## config.mk

```make
export PLATFORM = sky130hd
export DESIGN_NAME = ir_receiver
export DESIGN_NICKNAME = d
export VERILOG_FILES = /design/src/rtl/ir_receiver.sv
export SDC_FILE = /design/constraint.sdc
export NUM_CORES = 1
export LEC_CHECK = 0
export BUFFER_PORTS_ARGS = -buffer_cell sky130_fd_sc_hd__buf_4
export CORE_MARGIN = 2
export CORE_UTILIZATION = 60
export CTS_CLUSTER_SIZE = 20
export DETAILED_ROUTE_END_ITERATION = 8
export PLACE_DENSITY = 0.9
export SLEW_MARGIN = 20
export SYNTH_ARGS = -nofsm -noshare
export SYNTH_HDL_FRONTEND = slang
export SYNTH_SLANG_ARGS = --single-unit
```

## constraint.sdc

```tcl
create_clock -name clk -period 2.52 [get_ports clk]
set_input_delay 0.378 -clock clk [delete_from_list [all_inputs] [get_ports clk]]
set_output_delay 0.378 -clock clk [all_outputs]
set_load 0.005 [all_outputs]
```

## src/rtl/ir_receiver.sv

```systemverilog
// ----------------------------------------------------------------------------
// ir_receiver
// Decodes 12-bit Sony SIRC frames from a demodulated IR receiver pin.
// The pin is low while the 40 kHz carrier is present; a low period is a
// mark. Bits arrive LSB first, 7 command bits followed by 5 address bits.
// Mark and space widths are measured in prescaled ticks. Noise and malformed
// frames are rejected. Each good frame is presented with a 1-cycle valid pulse.
//
// Ports
//   clk      in   1  system clock
//   reset    in   1  asynchronous, active-high reset
//   ir_in_n  in   1  raw receiver pin, low = mark, asynchronous to clk
//   address  out  5  address of the last good frame
//   command  out  7  command of the last good frame
//   valid    out  1  1-cycle pulse, address/command just updated
//   error    out  1  1-cycle pulse, frame aborted after a valid start mark
//   busy     out  1  high while a frame is being received
// ----------------------------------------------------------------------------
module ir_receiver #(
   parameter int COUNT_GOAL = 2024,
   parameter int START_MIN  = 24,
   parameter int START_MAX  = 40,
   parameter int ONE_MIN    = 12,
   parameter int ZERO_MIN   = 4,
   parameter int BIT_MAX    = 20,
   parameter int SPACE_MIN  = 4,
   parameter int SPACE_MAX  = 12
) (
   input  logic       clk,
   input  logic       reset,
   input  logic       ir_in_n,
   output logic [4:0] address,
   output logic [6:0] command,
   output logic       valid,
   output logic       error,
   output logic       busy
);

   // state   | meaning
   // --------+-----------------------------------------------------------
   // S_IDLE  | waiting for a mark to begin a frame
   // S_START | inside the start mark, measuring its width
   // S_SPACE | inside an inter-bit space, waiting for the next data mark
   // S_MARK  | inside a data mark, its width decides the bit value

   localparam int PW = (COUNT_GOAL > 0) ? $clog2(COUNT_GOAL + 1) : 1;
   localparam logic [PW-1:0] PRESC_TC = PW'(COUNT_GOAL);

   localparam logic [5:0] W_START_MIN = 6'(START_MIN);
   localparam logic [5:0] W_START_MAX = 6'(START_MAX);
   localparam logic [5:0] W_ONE_MIN   = 6'(ONE_MIN);
   localparam logic [5:0] W_ZERO_MIN  = 6'(ZERO_MIN);
   localparam logic [5:0] W_BIT_MAX   = 6'(BIT_MAX);
   localparam logic [5:0] W_SPACE_MIN = 6'(SPACE_MIN);
   localparam logic [5:0] W_SPACE_MAX = 6'(SPACE_MAX);

   typedef enum logic [1:0] {
      S_IDLE,
      S_START,
      S_SPACE,
      S_MARK
   } state_t;

   state_t        state_q;
   logic          sync1_q, sync2_q, mark_q;
   logic          mark_now, rise, fall, edge_det;
   logic [PW-1:0] presc_q, presc_d;
   logic          tick;
   logic [5:0]    width_q, width_d;
   logic [11:0]   shreg_q, shreg_d;
   logic [3:0]    bitcnt_q;
   logic [4:0]    address_q;
   logic [6:0]    command_q;
   logic          valid_q, error_q;
   logic          data_bit;

   // Synchronizers reset to the idle (high) pin level so that leaving reset
   // never manufactures an edge.
   always_ff @(posedge clk or posedge reset) begin
      if (reset) begin
         sync1_q <= 1'b1;
         sync2_q <= 1'b1;
         mark_q  <= 1'b0;
      end else begin
         sync1_q <= ir_in_n;
         sync2_q <= sync1_q;
         mark_q  <= mark_now;
      end
   end

   assign mark_now = ~sync2_q;
   assign rise     = mark_now & ~mark_q;
   assign fall     = ~mark_now & mark_q;
   assign edge_det = rise | fall;
   assign tick     = (presc_q == PRESC_TC);

   // Both counters restart on every edge so a width is the number of whole
   // ticks elapsed since the edge that began the current mark or space.
   always_comb begin
      presc_d = presc_q + PW'(1);
      if (edge_det || tick) presc_d = '0;
   end

   always_comb begin
      width_d = width_q;
      if (edge_det)                   width_d = '0;
      else if (tick && width_q != '1) width_d = width_q + 6'd1;
   end

   always_ff @(posedge clk or posedge reset) begin
      if (reset) begin
         presc_q <= '0;
         width_q <= '0;
      end else begin
         presc_q <= presc_d;
         width_q <= width_d;
      end
   end

   assign data_bit = (width_q >= W_ONE_MIN);
   assign shreg_d  = {data_bit, shreg_q[11:1]};

   // Edges take priority over a coincident tick, so a width of exactly the
   // maximum is still accepted. A timeout fires on the tick that would carry
   // the width past its maximum.
   always_ff @(posedge clk or posedge reset) begin
      if (reset) begin
         state_q   <= S_IDLE;
         shreg_q   <= '0;
         bitcnt_q  <= '0;
         address_q <= '0;
         command_q <= '0;
         valid_q   <= 1'b0;
         error_q   <= 1'b0;
      end else begin
         valid_q <= 1'b0;
         error_q <= 1'b0;
         case (state_q)
            S_IDLE: begin
               if (rise) begin
                  state_q <= S_START;
                  shreg_q <= '0;
               end
            end
            S_START: begin
               if (fall) begin
                  if (width_q < W_START_MIN) begin
                     state_q <= S_IDLE;
                  end else if (width_q <= W_START_MAX) begin
                     state_q  <= S_SPACE;
                     bitcnt_q <= '0;
                  end else begin
                     state_q <= S_IDLE;
                     error_q <= 1'b1;
                  end
               end else if (tick && width_q >= W_START_MAX) begin
                  state_q <= S_IDLE;
                  error_q <= 1'b1;
               end
            end
            S_SPACE: begin
               if (rise) begin
                  if (width_q >= W_SPACE_MIN && width_q <= W_SPACE_MAX) begin
                     state_q <= S_MARK;
                  end else begin
                     state_q <= S_IDLE;
                     error_q <= 1'b1;
                  end
               end else if (tick && width_q >= W_SPACE_MAX) begin
                  state_q <= S_IDLE;
                  error_q <= 1'b1;
               end
            end
            S_MARK: begin
               if (fall) begin
                  if (width_q < W_ZERO_MIN || width_q > W_BIT_MAX) begin
                     state_q <= S_IDLE;
                     error_q <= 1'b1;
                  end else begin
                     shreg_q  <= shreg_d;
                     bitcnt_q <= bitcnt_q + 4'd1;
                     if (bitcnt_q == 4'd11) begin
                        state_q   <= S_IDLE;
                        address_q <= shreg_d[11:7];
                        command_q <= shreg_d[6:0];
                        valid_q   <= 1'b1;
                     end else begin
                        state_q <= S_SPACE;
                     end
                  end
               end else if (tick && width_q >= W_BIT_MAX) begin
                  state_q <= S_IDLE;
                  error_q <= 1'b1;
               end
            end
            default: state_q <= S_IDLE;
         endcase
      end
   end

   assign address = address_q;
   assign command = command_q;
   assign valid   = valid_q;
   assign error   = error_q;
   assign busy    = (state_q != S_IDLE);

endmodule

```

==> results of run 1 <==
-- kinds of logic (layout without fill, tap and decap cells) --
logic type / after synthesis / after routing / share of synthesized area, %
buffers and inverters: 26 / 41 / 4.86
flip-flops: 51 / 51 / 48.7
XOR/XNOR: 9 / 9 / 3.00
adder cells (fa/ha/maj): 7 / 7 / 3.33
AND/OR/NAND/NOR: 103 / 103 / 21.0
multiplexers: 13 / 13 / 6.62
AO/OA/AOI/OAI: 49 / 49 / 12.6
-- worst max path at each step --
stage | from | to | slack [ps] | cells after the start
floorplan | sync2_q$_DFF_PP1_ | address[0]$_DFFE_PP0P_ | 750 | 7
global placement | state_q[0]$_DFFE_PP0P_ | bitcnt_q[3]$_DFFE_PP0P_ | 580 | 4
detailed placement | width_q[0]$_DFFE_PP0P_ | bitcnt_q[3]$_DFFE_PP0P_ | 440 | 7
CTS | width_q[0]$_DFFE_PP0P_ | bitcnt_q[3]$_DFFE_PP0P_ | 430 | 7
global route | width_q[0]$_DFFE_PP0P_ | bitcnt_q[3]$_DFFE_PP0P_ | 240 | 7
finish | width_q[0]$_DFFE_PP0P_ | bitcnt_q[3]$_DFFE_PP0P_ | 430 | 7
-- cell type report --
class | instances | area (um^2)
clock buffer | 5 | 68.8
clock inverter | 3 | 28.8
fill | 314 | 1430
inverter | 13 | 48.8
multi-input combinational | 181 | 1220
sequential | 51 | 1280
tap | 52 | 65.1
timing repair buffer | 20 | 150
-- power by group --
| part | total, mW | internal [mW] | leakage [nW] | switching (mW) |
|---|---|---|---|---|
| clock network | 0.491 | 0.206 | 0.0502 | 0.285 |
| logic | 0.0798 | 0.0293 | 0.577 | 0.0504 |
| registers | 0.851 | 0.832 | 0.699 | 0.0186 |
-- layer usage --
layer | share of wire (%) | GRT usage, %
met1 | 45 | 29.4
met4 | 1.1 | 5.98
met5 | 0 | 0
met2 | 50 | 35.1
met3 | 3.8 | 4.33
-- placed cells by master (no fill, tap or decap), types with 2 or more instances in the layout --
cell,n
mux2_4,8
dfstp_2,2
clkbuf_8,5
and2_1,3
and3_1,2
buf_4,20
nor3b_1,3
o21ai_0,17
nand2_1,27
inv_1,11
o31ai_1,4
xnor2_1,4
nand3_1,19
or2_2,3
a22o_1,3
inv_2,2
nand4_1,2
and2_4,2
nor2_1,23
dfrtp_1,49
a31oi_1,4
mux2i_1,2
nor3_1,3
a21oi_1,9
nand2b_1,2
xor2_1,5
ha_1,7
a211o_1,2
clkinv_4,2
mux2_2,3
nor2b_1,2
-- registers in the layout, indices dropped and copies added, names as in the netlist --
name and flops:
sync1_q 1, command 7, valid 1, address 5, error 1, width_q 6
shreg_q 11, bitcnt_q 4, state_q 2, sync2_q 1, presc_q 11, mark_q 1
-- worst reg2reg max path, stage by stage, from the launching register on --
cell and delay (ps):
dfrtp_1 440, inv_1 80, ha_1 230, nor2b_4 60, o22ai_4 240, nand4_2 470
o21ai_0 350, a22o_1 160
-- per-stage QoR --
step | cells | setup slack, ps
2_1_floorplan | 258 | 753
3_3_place_gp | 317 | 581
3_5_place_dp | 317 | 436
4_1_cts | 325 | 433
5_1_grt | 325 | 240
6_report | 325 | 428
==> impl_metrics.toml, run 1 <==
[status]
run_status = "finished, final reports clean"

[global_route]
antenna_found_initial = 0
grt_pass1_vias = 1848
track_usage_pct = 21.5
grt_pass1_wl_mm = 8.51
grt_max_degree = 29
grt_overflow_total = 0

[synth]
yosysMostFrequentCell = "dfrtp_1"
yosysTopAreaCell = "dfrtp_1"
synth.distinct_cells = 55
ys_ff_latch = 51
synthCells = 258
synth_top_cells_by_count = "dfrtp_1 (49), nand2_1 (27), nor2_1 (23)"
seq_area_frac_synth_pct = 48.7
syn-cell-area_um2 = 2630
synth_edf_count = 0
yosys-top-cells-area = "dfrtp_1 (47%), mux2_4 (4.6%), nand2_1 (3.9%)"
ys_async_sr_fraction_pct = 100
yosysWarnings = 0
synth_top_area_share_pct = 46.7
synth_flop_cell = "dfrtp_1"
avgSynthCellArea_um2 = 10.2
synth_nets = 268

[floorplan]
num_rows = 24
coreArea_um2 = 4290
initial_core_util_pct = 61.2
ios = 18
die_w_um = 70.2
die_area_um2 = 4920
die_y_um = 70.2

[worst_setup_path]
critPathTopFamily = "compound AO/OA/AOI/OAI gates"
r2r_end = "bitcnt_q[3]$_DFFE_PP0P_"
path_buf_inv = 1
worstSetupPathType = "register to register"
critPathMaxStageDelay_ps = 470
rrSetupSlack_ps = 430
worstRegToRegCells = 7
worstReg2RegStart = "width_q[0]$_DFFE_PP0P_"
critPathLaunchType = "register"
crit_required_ps = 2770
cp-end-kind = "register"
cp_cell_sequence = "inv_1 > ha_1 > nor2b_4 > o22ai_4 > nand4_2 > o21ai_0 > a22o_1"
crit_slowest_cell = "nand4_2"
path_max_fanout = 25
worstPathArrival_ps = 2340

[place]
gp_congestion = 0.871
dp_hpwl_mm = 3.43
dpl_cell_area_um2 = 2760
numPortBuffers = 17

[clock_network]
cts_tree = "done"
cts_max_level = 2
clk_transition_reported_paths_ps = 100
clk_latency_ps = 310
numCtsBuffers = 5
cts.path.max_buffers = 2
clock-sinks = 51
cts_hold_buf = 0
cts_resized = 0
post-cts-setup-buffers = 0
cts_root_buf = "clkbuf_8"

[sta]
slew_headroom_pct = 64.9
clock-skew-final_ps = 8.14
hold_viol = 0
rsz0062_at_grt = "false"
period_share_pct = 83.0
finalSetupTns_ps = 0
max_freq_mhz = 478
whs_ps = 81.2
period_needed_ps = 2090
setup_viol = 0
tightest_slew_ps = 525
final_max_slew_viol_count = 0

[routing]
drtAntennaViolNets = 0
viasPerCell = 5.98
wl_mm = 4.77
drt_iter0_drc = 170
drt-pass1-iter-count = 5
via_count = 1942
drc = 0
wl_per_cell_um = 14.7

[power_and_ir_drop]
ir_worst_vdd_mv = 0.389
total_power_mw = 1.42
p_leak_nw = 1.33
power.density_nw_per_um2 = 497

[layout]
drive_gt1_share_pct = 20.1
nets = 282
area_growth_pct = 8.90
stdcell_area_um2 = 2860
utilization_pct = 66.6
diodes = 0

[flow_run]
drv_cap = 0

[hold_path]
hold_class = "input port to async pin"
No activity file was read; power rests on OpenSTA's default activity.
==> run 2: changes to the inputs <==
--- a/config.mk
+++ b/config.mk
@@ -7,10 +7,10 @@
 export LEC_CHECK = 0
 export BUFFER_PORTS_ARGS = -buffer_cell sky130_fd_sc_hd__buf_4
 export CORE_MARGIN = 2
-export CORE_UTILIZATION = 60
+export CORE_UTILIZATION = 54
 export CTS_CLUSTER_SIZE = 20
 export DETAILED_ROUTE_END_ITERATION = 8
-export PLACE_DENSITY = 0.9
+export PLACE_DENSITY = 0.86
 export SLEW_MARGIN = 20
 export SYNTH_ARGS = -nofsm -noshare
 export SYNTH_HDL_FRONTEND = slang
==> constraint.sdc (replaced) <==
create_clock -name clk -period 1.9 [get_ports clk]
set_input_delay 0.285 -clock clk [delete_from_list [all_inputs] [get_ports clk]]
set_output_delay 0.285 -clock clk [all_outputs]
set_load 0.005 [all_outputs]
==> impl_metrics.toml, run 2 (synthesis gave the netlist of run 1 again) <==
[sta]
tightest_slew_ps = 393
slew_headroom_pct = 73.8
max_freq_mhz = 534
period_share_pct = 98.6
setup_viol = 0
rsz0062_at_grt = "true"
clock-skew-final_ps = 4.36
hold_viol = 0
fin_ws_ps = 27.0
period_needed_ps = 1870
final_max_slew_viol_count = 0

[routing]
wl_mm = 5.01
drc = 0
viasPerCell = 5.91
wl_per_cell_um = 15.0
drt-pass1-iter-count = 4
drt_iter0_drc = 127
via_count = 1975
drtAntennaViolNets = 0

[layout]
drive_gt1_share_pct = 23.9
final_cell_mix = "dfrtp_1 (49), nand2_1 (27), buf_4 (25), nor2_1 (23), nand3_1 (18)"
nets = 289
diodes = 0
area_growth_pct = 13.4
final_common_cell = "dfrtp_1"

[hold_path]
hold_class = "input port to async pin"

[floorplan]
die_w_um = 73.8
ios = 18
num_rows = 25
die_y_um = 73.8
coreArea_um2 = 4690
die_area_um2 = 5440
initial_core_util_pct = 56.0

[worst_setup_path]
cp-end-kind = "register"
worstSetupPathType = "register to register"
path_max_fanout = 5
worstPathArrival_ps = 2050
critPathLaunchType = "register"
crit_required_ps = 2070

[global_route]
track_usage_pct = 19.9
use_met2_pct = 33.9
grt_pass1_wl_mm = 8.47
grtUsageMet1_pct = 25.7
grt_max_degree = 52
grt_pass1_vias = 1879
grt_overflow_total = 0
use_met3_pct = 4.12
top_usage_layer = "met2"
antenna_found_initial = 0

[place]
numPortBuffers = 17
place_ws_ps = 44.9
dp_hpwl_mm = 3.50
gp_congestion = 0.964

[flow_run]
drv_cap = 0

[power_and_ir_drop]
p_leak_nw = 1.38
power.density_nw_per_um2 = 671
total_power_mw = 2.00
ir_worst_vdd_mv = 0.596

[clock_network]
clk_latency_ps = 300
cts_max_level = 2
clock-sinks = 51
cts_root_buf = "clkbuf_8"
cts_tree = "done"
clk_transition_reported_paths_ps = 90
cts_hold_buf = 0
numCtsBuffers = 5
cts.path.max_buffers = 2

[status]
run_status = "finished, final reports clean"
## run 2: final timing paths
path                                      start                     end  slack [ps]  cells past startpoint
max                        presc_q[1]$_DFF_PP0_  width_q[4]$_DFFE_PP0P_          30                      6
min                                       reset  address[2]$_DFFE_PP0P_          20                      3
min in group clk                        ir_in_n       sync1_q$_DFF_PP1_          80                      1
min reg2reg                   sync1_q$_DFF_PP1_       sync2_q$_DFF_PP1_         370                      0
max in group asynchronous                 reset       sync1_q$_DFF_PP1_        1610                      3
max reg2reg                presc_q[1]$_DFF_PP0_  width_q[4]$_DFFE_PP0P_          30                      6
## run 2: through the flow
step / setup TNS (ps) / utilization [%] / cells / cell area (um^2) / hold WS (ps)
after CTS: 0 / 62.7 / 333 / 2940 / 25.4
final: 0 / 63.5 / 334 / 2980 / 21.2
after detailed placement: 0 / 60.2 / 325 / 2820 / 356
after floorplan: 0 / - / 258 / 2630 / 289
after global routing: -412 / 63.5 / 334 / 2980 / 31.4
after global placement: 0 / 60.2 / 325 / 2820 / 354
## run 2: area by class of cell
type	instances	area, um^2
clock buffer	5	68.8
clock inverter	3	43.8
fill	365	1710
inverter	13	48.8
multi-input combinational	181	1240
sequential	51	1280
tap	54	67.6
timing repair buffer	27	228
## run 2: worst max-delay path, cell delays in order (launching register included)
cell      delay [ps]
dfrtp_1          420
inv_1             70
ha_1             130
nor4bb_2         330
nand4_1          290
o311ai_2         370
o41ai_1          120
## run 2: report_power, final
group | total (mW) | internal (mW) | switching, mW
registers | 1.12 | 1.10 | 0.0153
logic | 0.134 | 0.0521 | 0.0817
clock network | 0.745 | 0.392 | 0.352
total | 2.00 | 1.55 | 0.449
## run 2: per-layer routing
metal / wire length, um / share of wire [%]
met2: 2610 / 52
met5: 0 / 0
met4: 40 / 0.80
met1: 2230 / 45
met3: 132 / 2.6
## run 2: repair_timing
| item | 4_1_cts | 5_1_grt |
|---|---|---|
| setup endpoints to repair | 3 | 20 |
| hold endpoints to repair | 0 | 0 |
| resized for setup | 2 | 4 |
| buffers inserted | 0 | 1 |
| pin swaps | 0 | 1 |
==> run 3: changes to the inputs <==
==> config.mk (replaced) <==
export PLATFORM = sky130hd
export DESIGN_NAME = ir_receiver
export DESIGN_NICKNAME = d
export VERILOG_FILES = /design/src/rtl/ir_receiver.sv
export SDC_FILE = /design/constraint.sdc
export NUM_CORES = 1
export LEC_CHECK = 0
export CORE_MARGIN = 2
export CORE_UTILIZATION = 57
export CTS_CLUSTER_SIZE = 20
export DETAILED_ROUTE_END_ITERATION = 8
export DONT_BUFFER_PORTS = 1
export PLACE_DENSITY = 0.86
export SYNTH_ARGS = -nofsm -noshare
export SYNTH_HDL_FRONTEND = slang
export SYNTH_SLANG_ARGS = --single-unit
==> impl_metrics.toml, run 3 (synthesis gave the netlist of run 1 again) <==
[clock_network]
cts_tree = "done"
cts_root_buf = "clkbuf_8"
numCtsBuffers = 5
cts_max_level = 2
clk_transition_reported_paths_ps = 100
cts.path.max_buffers = 2
clk_latency_ps = 320
clock-sinks = 51

[worst_setup_path]
crit_start = "presc_q[1]$_DFF_PP0_"
worstSetupPathType = "register to register"
critPathMaxStageDelay_ps = 420
r2r_end = "width_q[3]$_DFFE_PP0P_"
cp_cell_sequence = "inv_1 > ha_1 > nor4bb_2 > nand4_1 > nor2_1 > mux2i_1 > nor2_1"
rrSetupSlack_ps = 100
crit_required_ps = 2100
critPathLaunchType = "register"
cp-end-kind = "register"
crit_path_frequent_cell = "nor2_1"
worstPathArrival_ps = 2000
worstReg2RegStart = "presc_q[1]$_DFF_PP0_"
path_max_fanout = 5
crit_slowest_cell = "dfrtp_1"
cp-endpoint = "width_q[3]$_DFFE_PP0P_"
worstRegToRegCells = 7

[layout]
drive_gt1_share_pct = 18.1
multiInputGateArea_um2 = 1240
utilization_pct = 65.1
area_growth_pct = 8.57
final_cell_mix = "dfrtp_1 (49), nand2_1 (27), nor2_1 (23), nand3_1 (19), o21ai_0 (17)"
final_common_cell = "dfrtp_1"
diodes = 0
nets = 274
fill_cells = 338
seq_area_um2 = 1280

[power_and_ir_drop]
power_frac_comb_pct = 6.6
seq_power_share_pct = 58.3
switching_share_pct = 25.9
p_sw_uw = 497
clock_power_share_pct = 35.1
p_leak_nw = 1.27
power.density_nw_per_um2 = 673
p_int_mw = 1.42
ir_worst_vdd_mv = 0.342

[global_route]
grt_overflow_total = 0
antenna_found_initial = 0
grt_pass1_vias = 1883
grt_max_degree = 32
grt_pass1_wl_mm = 8.92
track_usage_pct = 21.9

[sta]
slew_headroom_pct = 69.7
hold_viol = 0
tightest_slew_ps = 454
period_needed_ps = 1800
finalSetupTns_ps = 0
fin_ws_ps = 103
setup_viol = 0
final_max_slew_viol_count = 0
period_share_pct = 94.6
rsz0062_at_grt = "true"
clock-skew-final_ps = 9.91
max_freq_mhz = 557

[routing]
wl_per_cell_um = 15.5
drc = 0
via_count = 1885
drt-pass1-iter-count = 6
drt_iter0_drc = 150
wl_mm = 4.90
drtAntennaViolNets = 0
viasPerCell = 5.95

[place]
place_ws_ps = 27.0
gp_congestion = 0.891
numPortBuffers = 0
dp_hpwl_mm = 3.46

[floorplan]
die_w_um = 71.9
die_area_um2 = 5170
die_y_um = 71.9
initial_core_util_pct = 59.9
ios = 18
coreArea_um2 = 4380
num_rows = 24

[status]
run_status = "finished, final reports clean"

[hold_path]
hold_class = "register to register"

[flow_run]
drv_cap = 0
==> run 3: routing by layer <==
metal	up-vias	GRT usage, %	share of wire [%]
li1	921	-	-
met1	922	28.3	45
met2	37	36.3	51
met3	5	5.83	3.7
met4	0	6.50	0.82
met5	-	0	0
==> run 3: timing repair <==
| action | in CTS | in global routing |
|---|---|---|
| resized for setup | 1 | 6 |
| endpoints found under the hold margin | 19 | 0 |
| endpoints found under the setup margin | 1 | 35 |
| pin swaps | 0 | 2 |
| hold buffers | 2 | 0 |
| buffers inserted | 0 | 1 |
==> run 3: power by group through the flow <==
stage | Combinational [mW] | Sequential (mW) | Clock, mW
5_1_grt | 0.146 | 1.12 | 0.746
6_report | 0.127 | 1.12 | 0.674
3_5_place_dp | 0.123 | 1.14 | 0
3_3_place_gp | 0.121 | 1.14 | 0
2_1_floorplan | 0.0845 | 1.14 | 0
4_1_cts | 0.128 | 1.12 | 0.693
==> run 3: through the flow <==
stage / hold WS, ps / power [mW] / cells / area, um^2
2_1_floorplan: 289 / 1.22 / 258 / 2630
3_3_place_gp: 198 / 1.26 / 306 / 2690
3_5_place_dp: 205 / 1.26 / 306 / 2690
4_1_cts: 361 / 1.94 / 316 / 2810
5_1_grt: 367 / 2.01 / 317 / 2850
6_report: 360 / 1.92 / 317 / 2850
==> run 3: worst max-delay path, delay by kind of cell, from the launching register on <==
kind / cells / cell delay (ps)
flip-flops: 1 / 420
adder cells (fa/ha/maj): 1 / 130
multiplexers: 1 / 210
buffers and inverters: 1 / 70
AND/OR/NAND/NOR: 4 / 860
==> run 3: cell type report <==
type                       instances  area share [%]
timing repair buffer              12            4.34
inverter                          13            1.71
sequential                        51            44.8
clock inverter                     3           0.921
multi-input combinational        181            43.5
clock buffer                       5            2.41
tap                               52            2.28
==> run 3: worst min-delay path by stage <==
stage	start	endpoint	slack, ps	cells after the start
after floorplan	ir_in_n	sync1_q$_DFF_PP1_	290	0
after global placement	reset	presc_q[6]$_DFF_PP0_	200	1
after detailed placement	reset	presc_q[7]$_DFF_PP0_	210	1
after CTS	sync1_q$_DFF_PP1_	sync2_q$_DFF_PP1_	360	0
after global routing	sync1_q$_DFF_PP1_	sync2_q$_DFF_PP1_	370	0
final	sync1_q$_DFF_PP1_	sync2_q$_DFF_PP1_	360	0
